**src/rtl/mult_rr_arbiter_if.sv**
```systemverilog
// Bundles the requester, response and multiplier-side signals of mult_rr_arbiter.
// slave: the arbiter's view.  master: the environment's view (requesters,
// response consumer and multiplier core).
interface mult_rr_arbiter_if #(
    parameter int SZ   = 32,
    parameter int NREQ = 4
);
    localparam int IDW = $clog2(NREQ);

    logic [NREQ-1:0]    req_valid;
    logic [NREQ*SZ-1:0] req_a;
    logic [NREQ*SZ-1:0] req_b;
    logic [NREQ-1:0]    req_ready;

    logic               res_valid;
    logic [2*SZ-1:0]    res_data;
    logic [IDW-1:0]     res_id;
    logic               res_err;
    logic               res_ready;

    logic [SZ-1:0]      m_a;
    logic [SZ-1:0]      m_b;
    logic               m_start;
    logic [2*SZ-1:0]    m_res;
    logic               m_ready;

    modport slave (
        input  req_valid, req_a, req_b, res_ready, m_res, m_ready,
        output req_ready, res_valid, res_data, res_id, res_err, m_a, m_b, m_start
    );

    modport master (
        output req_valid, req_a, req_b, res_ready, m_res, m_ready,
        input  req_ready, res_valid, res_data, res_id, res_err, m_a, m_b, m_start
    );
endinterface

```
**src/rtl/mult_rr_arbiter.sv**
```systemverilog
// Round-robin front end that shares one sequential multiplier among NREQ
// requesters. One operation is in flight at a time: accept, pulse start,
// skip one settle cycle, wait for the multiplier, then hold the tagged
// product until the consumer takes it.
// Optional feature: define MULT_ARB_TIMEOUT_EN to add a watchdog on the
// multiplier wait (TIMEOUT cycles) that returns res_err=1 with res_data=0.
module mult_rr_arbiter #(
    parameter int SZ      = 32,
    parameter int NREQ    = 4,
    parameter int TIMEOUT = 255
) (
    input  logic                  clk,
    input  logic                  _rst,
    mult_rr_arbiter_if.slave      bus
);
    localparam int IDW = $clog2(NREQ);

    if (NREQ < 2 || TIMEOUT < 1) begin : g_param_check
        $error("mult_rr_arbiter: NREQ must be >= 2 and TIMEOUT >= 1");
    end

    typedef enum logic [2:0] {
        ST_IDLE,
        ST_START,
        ST_SETTLE,
        ST_WAIT,
        ST_RESP
    } state_t;

    state_t          state_q, state_d;
    logic [IDW-1:0]  last_q, last_d;
    logic [IDW-1:0]  id_q, id_d;
    logic [SZ-1:0]   a_q, a_d;
    logic [SZ-1:0]   b_q, b_d;
    logic [2*SZ-1:0] data_q, data_d;
    logic [IDW-1:0]  grant;
    logic            grant_vld;
    logic [NREQ-1:0] req_ready_c;

`ifdef MULT_ARB_TIMEOUT_EN
    localparam int CW = $clog2(TIMEOUT + 1);
    logic [CW-1:0]   cnt_q, cnt_d;
    logic            err_q, err_d;
`endif

    // Round-robin search: first valid requester after the last one granted.
    always_comb begin
        // NOTE: every signal written here gets a default first, so no latch is inferred.
        grant_vld = 1'b0;
        grant     = '0;
        for (int k = 1; k <= NREQ; k++) begin
            if (!grant_vld && bus.req_valid[IDW'((int'(last_q) + k) % NREQ)]) begin
                grant_vld = 1'b1;
                grant     = IDW'((int'(last_q) + k) % NREQ);
            end
        end
    end

    // Next-state logic: sequence accept, start, settle, wait and response.
    always_comb begin
        state_d     = state_q;
        last_d      = last_q;
        id_d        = id_q;
        a_d         = a_q;
        b_d         = b_q;
        data_d      = data_q;
        req_ready_c = '0;
`ifdef MULT_ARB_TIMEOUT_EN
        cnt_d       = cnt_q;
        err_d       = err_q;
`endif
        case (state_q)
            ST_IDLE: begin
                if (grant_vld) begin
                    req_ready_c[grant] = 1'b1;
                    a_d     = bus.req_a[grant*SZ +: SZ];
                    b_d     = bus.req_b[grant*SZ +: SZ];
                    id_d    = grant;
                    last_d  = grant;
                    state_d = ST_START;
                end
            end
            ST_START:  state_d = ST_SETTLE;
            // The multiplier may still show the previous ready here, so it is ignored.
            ST_SETTLE: begin
                state_d = ST_WAIT;
`ifdef MULT_ARB_TIMEOUT_EN
                cnt_d   = '0;
`endif
            end
            ST_WAIT: begin
                if (bus.m_ready) begin
                    data_d  = bus.m_res;
                    state_d = ST_RESP;
`ifdef MULT_ARB_TIMEOUT_EN
                    err_d   = 1'b0;
                end else if (cnt_q == CW'(TIMEOUT - 1)) begin
                    data_d  = '0;
                    err_d   = 1'b1;
                    state_d = ST_RESP;
                end else begin
                    cnt_d   = cnt_q + 1'b1;
`endif
                end
            end
            ST_RESP: begin
                if (bus.res_ready) begin
                    state_d = ST_IDLE;
                end
            end
            default: state_d = ST_IDLE;
        endcase
    end

    // State and datapath registers; reset aborts any operation in flight.
    always_ff @(posedge clk or negedge _rst) begin
        if (!_rst) begin
            state_q <= ST_IDLE;
            last_q  <= IDW'(NREQ - 1);
            id_q    <= '0;
            a_q     <= '0;
            b_q     <= '0;
            data_q  <= '0;
`ifdef MULT_ARB_TIMEOUT_EN
            cnt_q   <= '0;
            err_q   <= 1'b0;
`endif
        end else begin
            // NOTE: non-blocking updates so every register samples pre-edge values.
            state_q <= state_d;
            last_q  <= last_d;
            id_q    <= id_d;
            a_q     <= a_d;
            b_q     <= b_d;
            data_q  <= data_d;
`ifdef MULT_ARB_TIMEOUT_EN
            cnt_q   <= cnt_d;
            err_q   <= err_d;
`endif
        end
    end

    // Accept is combinational in IDLE but forced low while reset is held.
    assign bus.req_ready = _rst ? req_ready_c : '0;
    assign bus.m_start   = (state_q == ST_START);
    assign bus.m_a       = a_q;
    assign bus.m_b       = b_q;
    assign bus.res_valid = (state_q == ST_RESP);
    assign bus.res_data  = data_q;
    assign bus.res_id    = id_q;
`ifdef MULT_ARB_TIMEOUT_EN
    assign bus.res_err   = err_q;
`else
    assign bus.res_err   = 1'b0;
`endif
endmodule

```
**src/flat_wrapper.sv**
```systemverilog
// flat-port wrapper written by rule: the top's interface ports become plain ports
module mult_rr_arbiter_flat 
#(
    parameter int SZ      = 32,
    parameter int NREQ    = 4,
    parameter int TIMEOUT = 255
)
  (clk, _rst, bus_req_valid, bus_req_a, bus_req_b, bus_res_ready, bus_m_res, bus_m_ready, bus_req_ready, bus_res_valid, bus_res_data, bus_res_id, bus_res_err, bus_m_a, bus_m_b, bus_m_start);
  mult_rr_arbiter_if #(.SZ(SZ), .NREQ(NREQ)) bus_i ();
  input  logic clk;
  input  logic _rst;
  input wire logic [$bits(bus_i.req_valid)-1:0] bus_req_valid;
  input wire logic [$bits(bus_i.req_a)-1:0] bus_req_a;
  input wire logic [$bits(bus_i.req_b)-1:0] bus_req_b;
  input wire logic [$bits(bus_i.res_ready)-1:0] bus_res_ready;
  input wire logic [$bits(bus_i.m_res)-1:0] bus_m_res;
  input wire logic [$bits(bus_i.m_ready)-1:0] bus_m_ready;
  output wire logic [$bits(bus_i.req_ready)-1:0] bus_req_ready;
  output wire logic [$bits(bus_i.res_valid)-1:0] bus_res_valid;
  output wire logic [$bits(bus_i.res_data)-1:0] bus_res_data;
  output wire logic [$bits(bus_i.res_id)-1:0] bus_res_id;
  output wire logic [$bits(bus_i.res_err)-1:0] bus_res_err;
  output wire logic [$bits(bus_i.m_a)-1:0] bus_m_a;
  output wire logic [$bits(bus_i.m_b)-1:0] bus_m_b;
  output wire logic [$bits(bus_i.m_start)-1:0] bus_m_start;
  assign bus_i.req_valid = bus_req_valid;
  assign bus_i.req_a = bus_req_a;
  assign bus_i.req_b = bus_req_b;
  assign bus_i.res_ready = bus_res_ready;
  assign bus_i.m_res = bus_m_res;
  assign bus_i.m_ready = bus_m_ready;
  assign bus_req_ready = bus_i.req_ready;
  assign bus_res_valid = bus_i.res_valid;
  assign bus_res_data = bus_i.res_data;
  assign bus_res_id = bus_i.res_id;
  assign bus_res_err = bus_i.res_err;
  assign bus_m_a = bus_i.m_a;
  assign bus_m_b = bus_i.m_b;
  assign bus_m_start = bus_i.m_start;
  mult_rr_arbiter #(.SZ(SZ), .NREQ(NREQ), .TIMEOUT(TIMEOUT)) u_core (.clk(clk), ._rst(_rst), .bus(bus_i));
endmodule
```
**config.mk**
```make
export PLATFORM = sky130hd
export DESIGN_NAME = mult_rr_arbiter_flat
export DESIGN_NICKNAME = d
export VERILOG_FILES = /design/src/rtl/mult_rr_arbiter_if.sv /design/src/rtl/mult_rr_arbiter.sv /design/src/flat_wrapper.sv
export SDC_FILE = /design/constraint.sdc
export NUM_CORES = 1
export LEC_CHECK = 0
export BUFFER_PORTS_ARGS = -buffer_cell sky130_fd_sc_hd__buf_4
export CAP_MARGIN = 15
export CORE_AREA = 2 2 183 185
export CTS_CLUSTER_SIZE = 12
export DETAILED_ROUTE_END_ITERATION = 8
export DIE_AREA = 0 0 185 187
export SLEW_MARGIN = 20
export SYNTH_ARGS = -nofsm -noshare
export SYNTH_HDL_FRONTEND = slang
export SYNTH_SLANG_ARGS = --single-unit
export TNS_END_PERCENT = 1
```
**constraint.sdc**
```tcl
create_clock -name clk -period 2.6 [get_ports clk]
set_input_delay 0.52 -clock clk [delete_from_list [all_inputs] [get_ports clk]]
set_output_delay 0.52 -clock clk [all_outputs]
set_load 0.02 [all_outputs]
```
After elaboration in Yosys (flattened, before gate mapping)
Cells that the tools add are included.
Operators by class
  equal/unequal tests: 7
  shifts and indexed selects: 2
  reduce and logical (&&, ||, !) cells: 11
  muxes and demuxes: 29
  $lt $le $gt $ge: 6
  add/subtract/negate cells: 4
Operator list (number)
  128-bit by 8-bit indexed part select with 32-bit output: 2
  2-bit by 4-bit < comparator with 1-bit output (second input constant): 4
  3-bit one-hot mux with 5 select lines: 1
  1-bit two-way mux: 13
  4-bit two-way mux: 3
  3-bit two-way mux: 3
  1-bit binary-select mux with 2-bit select: 4
  2-bit two-way mux: 4
  3-bit by 2-bit equality test with 1-bit output (second input constant): 2
  2-bit by 1-bit adder with 2-bit output (second input constant): 2
  2-bit adder (second input constant): 2
  1-bit logical AND: 4
  2-bit inequality test (second input constant): 2
  2-bit AND reduction: 2
  3-bit by 1-bit equality test with 1-bit output (second input constant): 1
  3-bit equality test (second input constant): 1
  1-bit logical NOT: 3
  3-bit logical NOT: 1
  2-bit by 3-bit < comparator with 1-bit output (second input constant): 1
  3-bit AND reduction: 1
  1-bit demux with 2-bit select: 1
  2-bit by 1-bit >= comparator with 1-bit output (second input constant): 1
  2-bit by 1-bit inequality test with 1-bit output (second input constant): 1
Storage, ports and cells
  logic and storage cells: 65
  bits in registers: 135
  input port bits: 328
  output and inout bits: 137

Depth between registers and ports, before layout
  word-level depth: 21
  gate-level depth with buffers: 8
  gate-level depth less buffers: 5

Worst setup path after synthesis
OpenSTA, ideal clock, no wires.
  kind: input-to-output
  from: input bus_req_valid[1]
  to: output bus_req_ready[1]
  required time: 2.080 ns
  arrival time: 1.692 ns
  stages on the path: 7
  buffers on the path: 3
  setup slack: 0.388 ns
  path through: nor2b_1 -> a2bb2oi_2 -> and2_1 -> buf_4 -> buf_6 -> buf_6 -> nor2_1
On the way
  cells in the longest elaborated chain, start to end: 20
  elaborated cells on any way between the ends: 34
  those cells by class: 2 x order compare; 25 x mux; 7 x reduce/logical
Ends and longest elaborated chain
  start, declared: line flat_wrapper.sv:12  | input wire logic [$bits(bus_i.req_valid)-1:0] bus_req_valid;
  1-bit binary-select mux with 2-bit select: line mult_rr_arbiter.sv:52  | if (!grant_vld && bus.req_valid[IDW'((int'(last_q) + k) % NREQ)]) begin
  1-bit two-way mux (not written as such) (2 in a row): line mult_rr_arbiter.sv:52
  1-bit two-way mux: line mult_rr_arbiter.sv:52
  1-bit logical NOT: line mult_rr_arbiter.sv:52
  1-bit logical AND: line mult_rr_arbiter.sv:52
  1-bit two-way mux: line mult_rr_arbiter.sv:52
  1-bit logical NOT: line mult_rr_arbiter.sv:52
  1-bit logical AND: line mult_rr_arbiter.sv:52
  [3 not listed]
  2-bit two-way mux: line mult_rr_arbiter.sv:52
  2-bit by 3-bit < comparator with 1-bit output (not written as such) / 2-bit by 1-bit >= comparator with 1-bit output (equally long branches): line mult_rr_arbiter.sv:75  | req_ready_c[grant] = 1'b1;
  1-bit logical AND (not written as such): line mult_rr_arbiter.sv:75
  1-bit two-way mux (not written as such): line mult_rr_arbiter.sv:75
  1-bit demux with 2-bit select
  4-bit two-way mux *: line mult_rr_arbiter.sv:74  | if (grant_vld) begin
  4-bit two-way mux *: line mult_rr_arbiter.sv:72  | case (state_q)
  4-bit two-way mux *: line mult_rr_arbiter.sv:144  | assign bus.req_ready = _rst ? req_ready_c : '0;
  end, declared: line flat_wrapper.sv:18  | output wire logic [$bits(bus_i.req_ready)-1:0] bus_req_ready;
Every way passes the cells marked *; elsewhere a longest branch is shown, timed or not. The select of a mux whose other input is x is not followed.

Worst setup path after layout
  from: register u_core.last_q[1]
  to: output bus_req_ready[2]
On the way
  cells in the longest elaborated chain, start to end: 21
  elaborated cells on any way between the ends: 38
  those cells by class: 4 x add/sub; 2 x order compare; 25 x mux; 7 x reduce/logical
Ends and longest elaborated chain
  start, declared: line mult_rr_arbiter.sv:31  | logic [IDW-1:0] last_q, last_d;
  start signal, assigned: line mult_rr_arbiter.sv:119  | last_q <= IDW'(NREQ - 1);
  start signal, assigned: line mult_rr_arbiter.sv:131  | last_q <= last_d;
  2-bit by 1-bit adder with 2-bit output: line mult_rr_arbiter.sv:52, mult_rr_arbiter.sv:54
  1-bit binary-select mux with 2-bit select: line mult_rr_arbiter.sv:52
  1-bit two-way mux (not written as such) (2 in a row): line mult_rr_arbiter.sv:52
  1-bit two-way mux: line mult_rr_arbiter.sv:52
  1-bit logical NOT: line mult_rr_arbiter.sv:52
  1-bit logical AND: line mult_rr_arbiter.sv:52
  1-bit two-way mux: line mult_rr_arbiter.sv:52
  1-bit logical NOT: line mult_rr_arbiter.sv:52
  [4 not listed]
  2-bit two-way mux: line mult_rr_arbiter.sv:52
  2-bit by 3-bit < comparator with 1-bit output (not written as such) / 2-bit by 1-bit >= comparator with 1-bit output (equally long branches): line mult_rr_arbiter.sv:75
  1-bit logical AND (not written as such): line mult_rr_arbiter.sv:75
  1-bit two-way mux (not written as such): line mult_rr_arbiter.sv:75
  1-bit demux with 2-bit select
  4-bit two-way mux *: line mult_rr_arbiter.sv:74
  4-bit two-way mux *: line mult_rr_arbiter.sv:72
  4-bit two-way mux *: line mult_rr_arbiter.sv:144
Marked as above.

==> metrics.yaml <==
finalHoldViolCount: 0
via_per_inst: 4.48
timing.final.crit_period_ns: 2.49
synth.top_cell.area_share_pct: 46.0
setup_violations: 0
yosys-top-cells-count: "dfrtp_1 (133), nand2_1 (72), a21boi_0 (65), and3_1 (65), mux2i_1 (65)"
h-tree-depth: 4
grt_pass1_vias: 7385
syn-cell-area_mm2: 0.00724
gp_congestion: 0.799
path_class: "flip-flop to output port"
track_usage_pct: 16.6
synth_cell_types: 35
die-area_mm2: 0.0346
cts_tree: "built"
ant_nets: 0
yosysMostFrequentCell: "dfrtp_1"
synthTopCellsByArea: "dfrtp_1 (46%), mux2_2 (10%), mux2i_1 (9.0%)"
place_hpwl_mm: 22.7
rows: 67
wl_per_cell_um: 18.6
grt_max_degree: 100
p_leak_nw: 5.89
cp_cell_sequence: "mux2i_4, a2bb2oi_4, buf_6, nand2_1, nor2_1, buf_4"
maxCapViolCount: 0
ys_seq_area_share_pct: 46.7
clockRootBuffer: "clkbuf_16"
clock-sinks: 135
clkSlewWorstSetupHoldPaths_ns: 0.07
yosys.area.top_type: "dfrtp_1"
relSlewSlack_pct: 60.7
grt_pass1_wl_mm: 43.4
cp_data_required_time_ns: 2.08
worstSkewPairLatency_ns: 0.42
finalCritPeriodShare_pct: 95.7
avgSynthCellArea_um2: 10.5
drv_slew: 0
async_reset_ff_share_pct: 100
cts_buffers: 17
peakVddDrop_mv: 0.493
layout-drive-gt1-share_pct: 51.8
tns_ns: 0
critical-path-slowest-cell: "dfstp_2"
n_fill_cell: 3380
drtIter0Drc: 269
synth_flop_cell: "dfrtp_1"
die-width_um: 185
critPathCaptureType: "output port"
port_buffers: 463
firstDrtPassIters: 4
initial_utilization_pct: 22.0
dp_cells: 1557
critPathMaxFanout: 7
final_nets: 1460
die_y_um: 187
yosysWarnings: 0
routed-via-count: 7140
p_per_area_mw_per_mm2: 1110
hold_path_class: "input port to asynchronous set/reset pin"
status: "completed"
arrival_ns: 1.97
cpLargestDelayFamily: "flip-flops"
grt_overflow: 0
pin_count: 465
synthToLayoutAreaGrowth_pct: 64.5
antenna_found_initial: 2
n_antenna_cell: 0
design.core.area_mm2: 0.0329
ys_ff_latch: 135
max_stage_delay_ns: 0.62
max_slew.worst_pin.slew_ns: 0.589
final_cells: 1593
startpoint_type: "flip-flop"
synth_fp_nets: 1020
drc_errors: 0
path_buf_inv: 2
skew_ns: 0.0165
synth-edff-count: 0
timing.fmax_ghz: 0.402
netlist_instances: 692
cts_buffer_depth: 2
drt_wl_total_mm: 29.6
==> worst paths after layout <==
kind	slack [ns]	cells after the start	endpoint	startpoint
setup / recovery	0.11	6	bus_req_ready[2]	u_core.last_q[1]
min in group clk	0.29	2	u_core.state_q[2]	bus_res_ready
hold reg to reg	0.49	2	u_core.bus.res_id[1]	u_core.bus.res_id[1]
max in group asynchronous	1.96	2	u_core.bus.m_b[9]	_rst
setup reg to reg	0.24	7	u_core.bus.m_b[8]	u_core.last_q[1]
hold / removal	0.15	2	u_core.bus.res_data[11]	_rst
==> logic make-up after synthesis <==
family / after synthesis / share of synthesized area, %
flip-flops: 135 / 46.7
buffers and inverters: 66 / 4.41
AND/OR/NAND/NOR: 160 / 11.3
other: 1 / 0.0518
AO/OA/AOI/OAI: 201 / 18.6
multiplexers: 129 / 18.9
==> timing repair <==
item | 4_1_cts | 5_1_grt
setup buffers | 2 | 2
hold buffers | 0 | 0
setup endpoints to repair | 4 | 4
resized for setup | 2 | 2
pin swaps | 1 | 1
==> stage by stage <==
| stage | hold slack, ns | util (%) | setup WS (ns) | total power [mW] | instance area, um2 |
|---|---|---|---|---|---|
| 2_1_floorplan | 0.224 | - | 0.388 | 7.69 | 7240 |
| 3_3_place_gp | 0.464 | 34.3 | 0.274 | 10.7 | 11300 |
| 3_5_place_dp | 0.475 | 34.3 | 0.261 | 10.8 | 11300 |
| 4_1_cts | 0.175 | 36.1 | -0.0134 | 13.4 | 11900 |
| 5_1_grt | 0.197 | 36.2 | -0.00537 | 14.1 | 11900 |
| 6_report | 0.150 | 36.2 | 0.111 | 13.2 | 11900 |
==> per-layer routing <==
layer	vias up	wire length (um)	GRT usage [%]
li1	3400	-	-
met1	3377	11000	18.2
met2	325	15100	29.6
met3	36	2690	5.45
met4	2	776	6.07
met5	-	13	0
==> placed cells by master (no fill, tap or decap), types with 10 or more instances in the layout <==
| cell | n |
|---|---|
| a21boi_0 | 65 |
| and3_1 | 65 |
| buf_12 | 10 |
| buf_4 | 474 |
| clkbuf_16 | 17 |
| dfrtp_1 | 133 |
| mux2_2 | 64 |
| mux2i_1 | 64 |
| nand2_1 | 71 |
| nor2_1 | 10 |
| o211ai_1 | 64 |
| o21ai_0 | 49 |
| o21ai_1 | 16 |
==> layout make-up <==
type	instances	area (um2)	area share (%)
flip-flops and latches	135	3380	28.4
well taps	448	561	4.71
inverters	1	3.75	0.0315
multi-input cells	491	3590	30.2
repair buffers	486	3780	31.7
clock buffers	18	429	3.60
clock inverters	14	163	1.37
==> report_power, final <==
part / internal (mW) / leakage, nW / switching, mW
sequential: 3.17 / 1.63 / 0.635
clock: 1.45 / 0.288 / 1.05
combinational: 3.23 / 3.97 / 3.71
==> registers in the layout, summed over array words and instances (netlist names) <==
signal	cells
u_core.bus.m_b	32
u_core.state_q	3
u_core.bus.res_data	64
u_core.bus.m_a	32
u_core.bus.res_id	2
u_core.last_q	2
(Power assumes the default switching activity.)
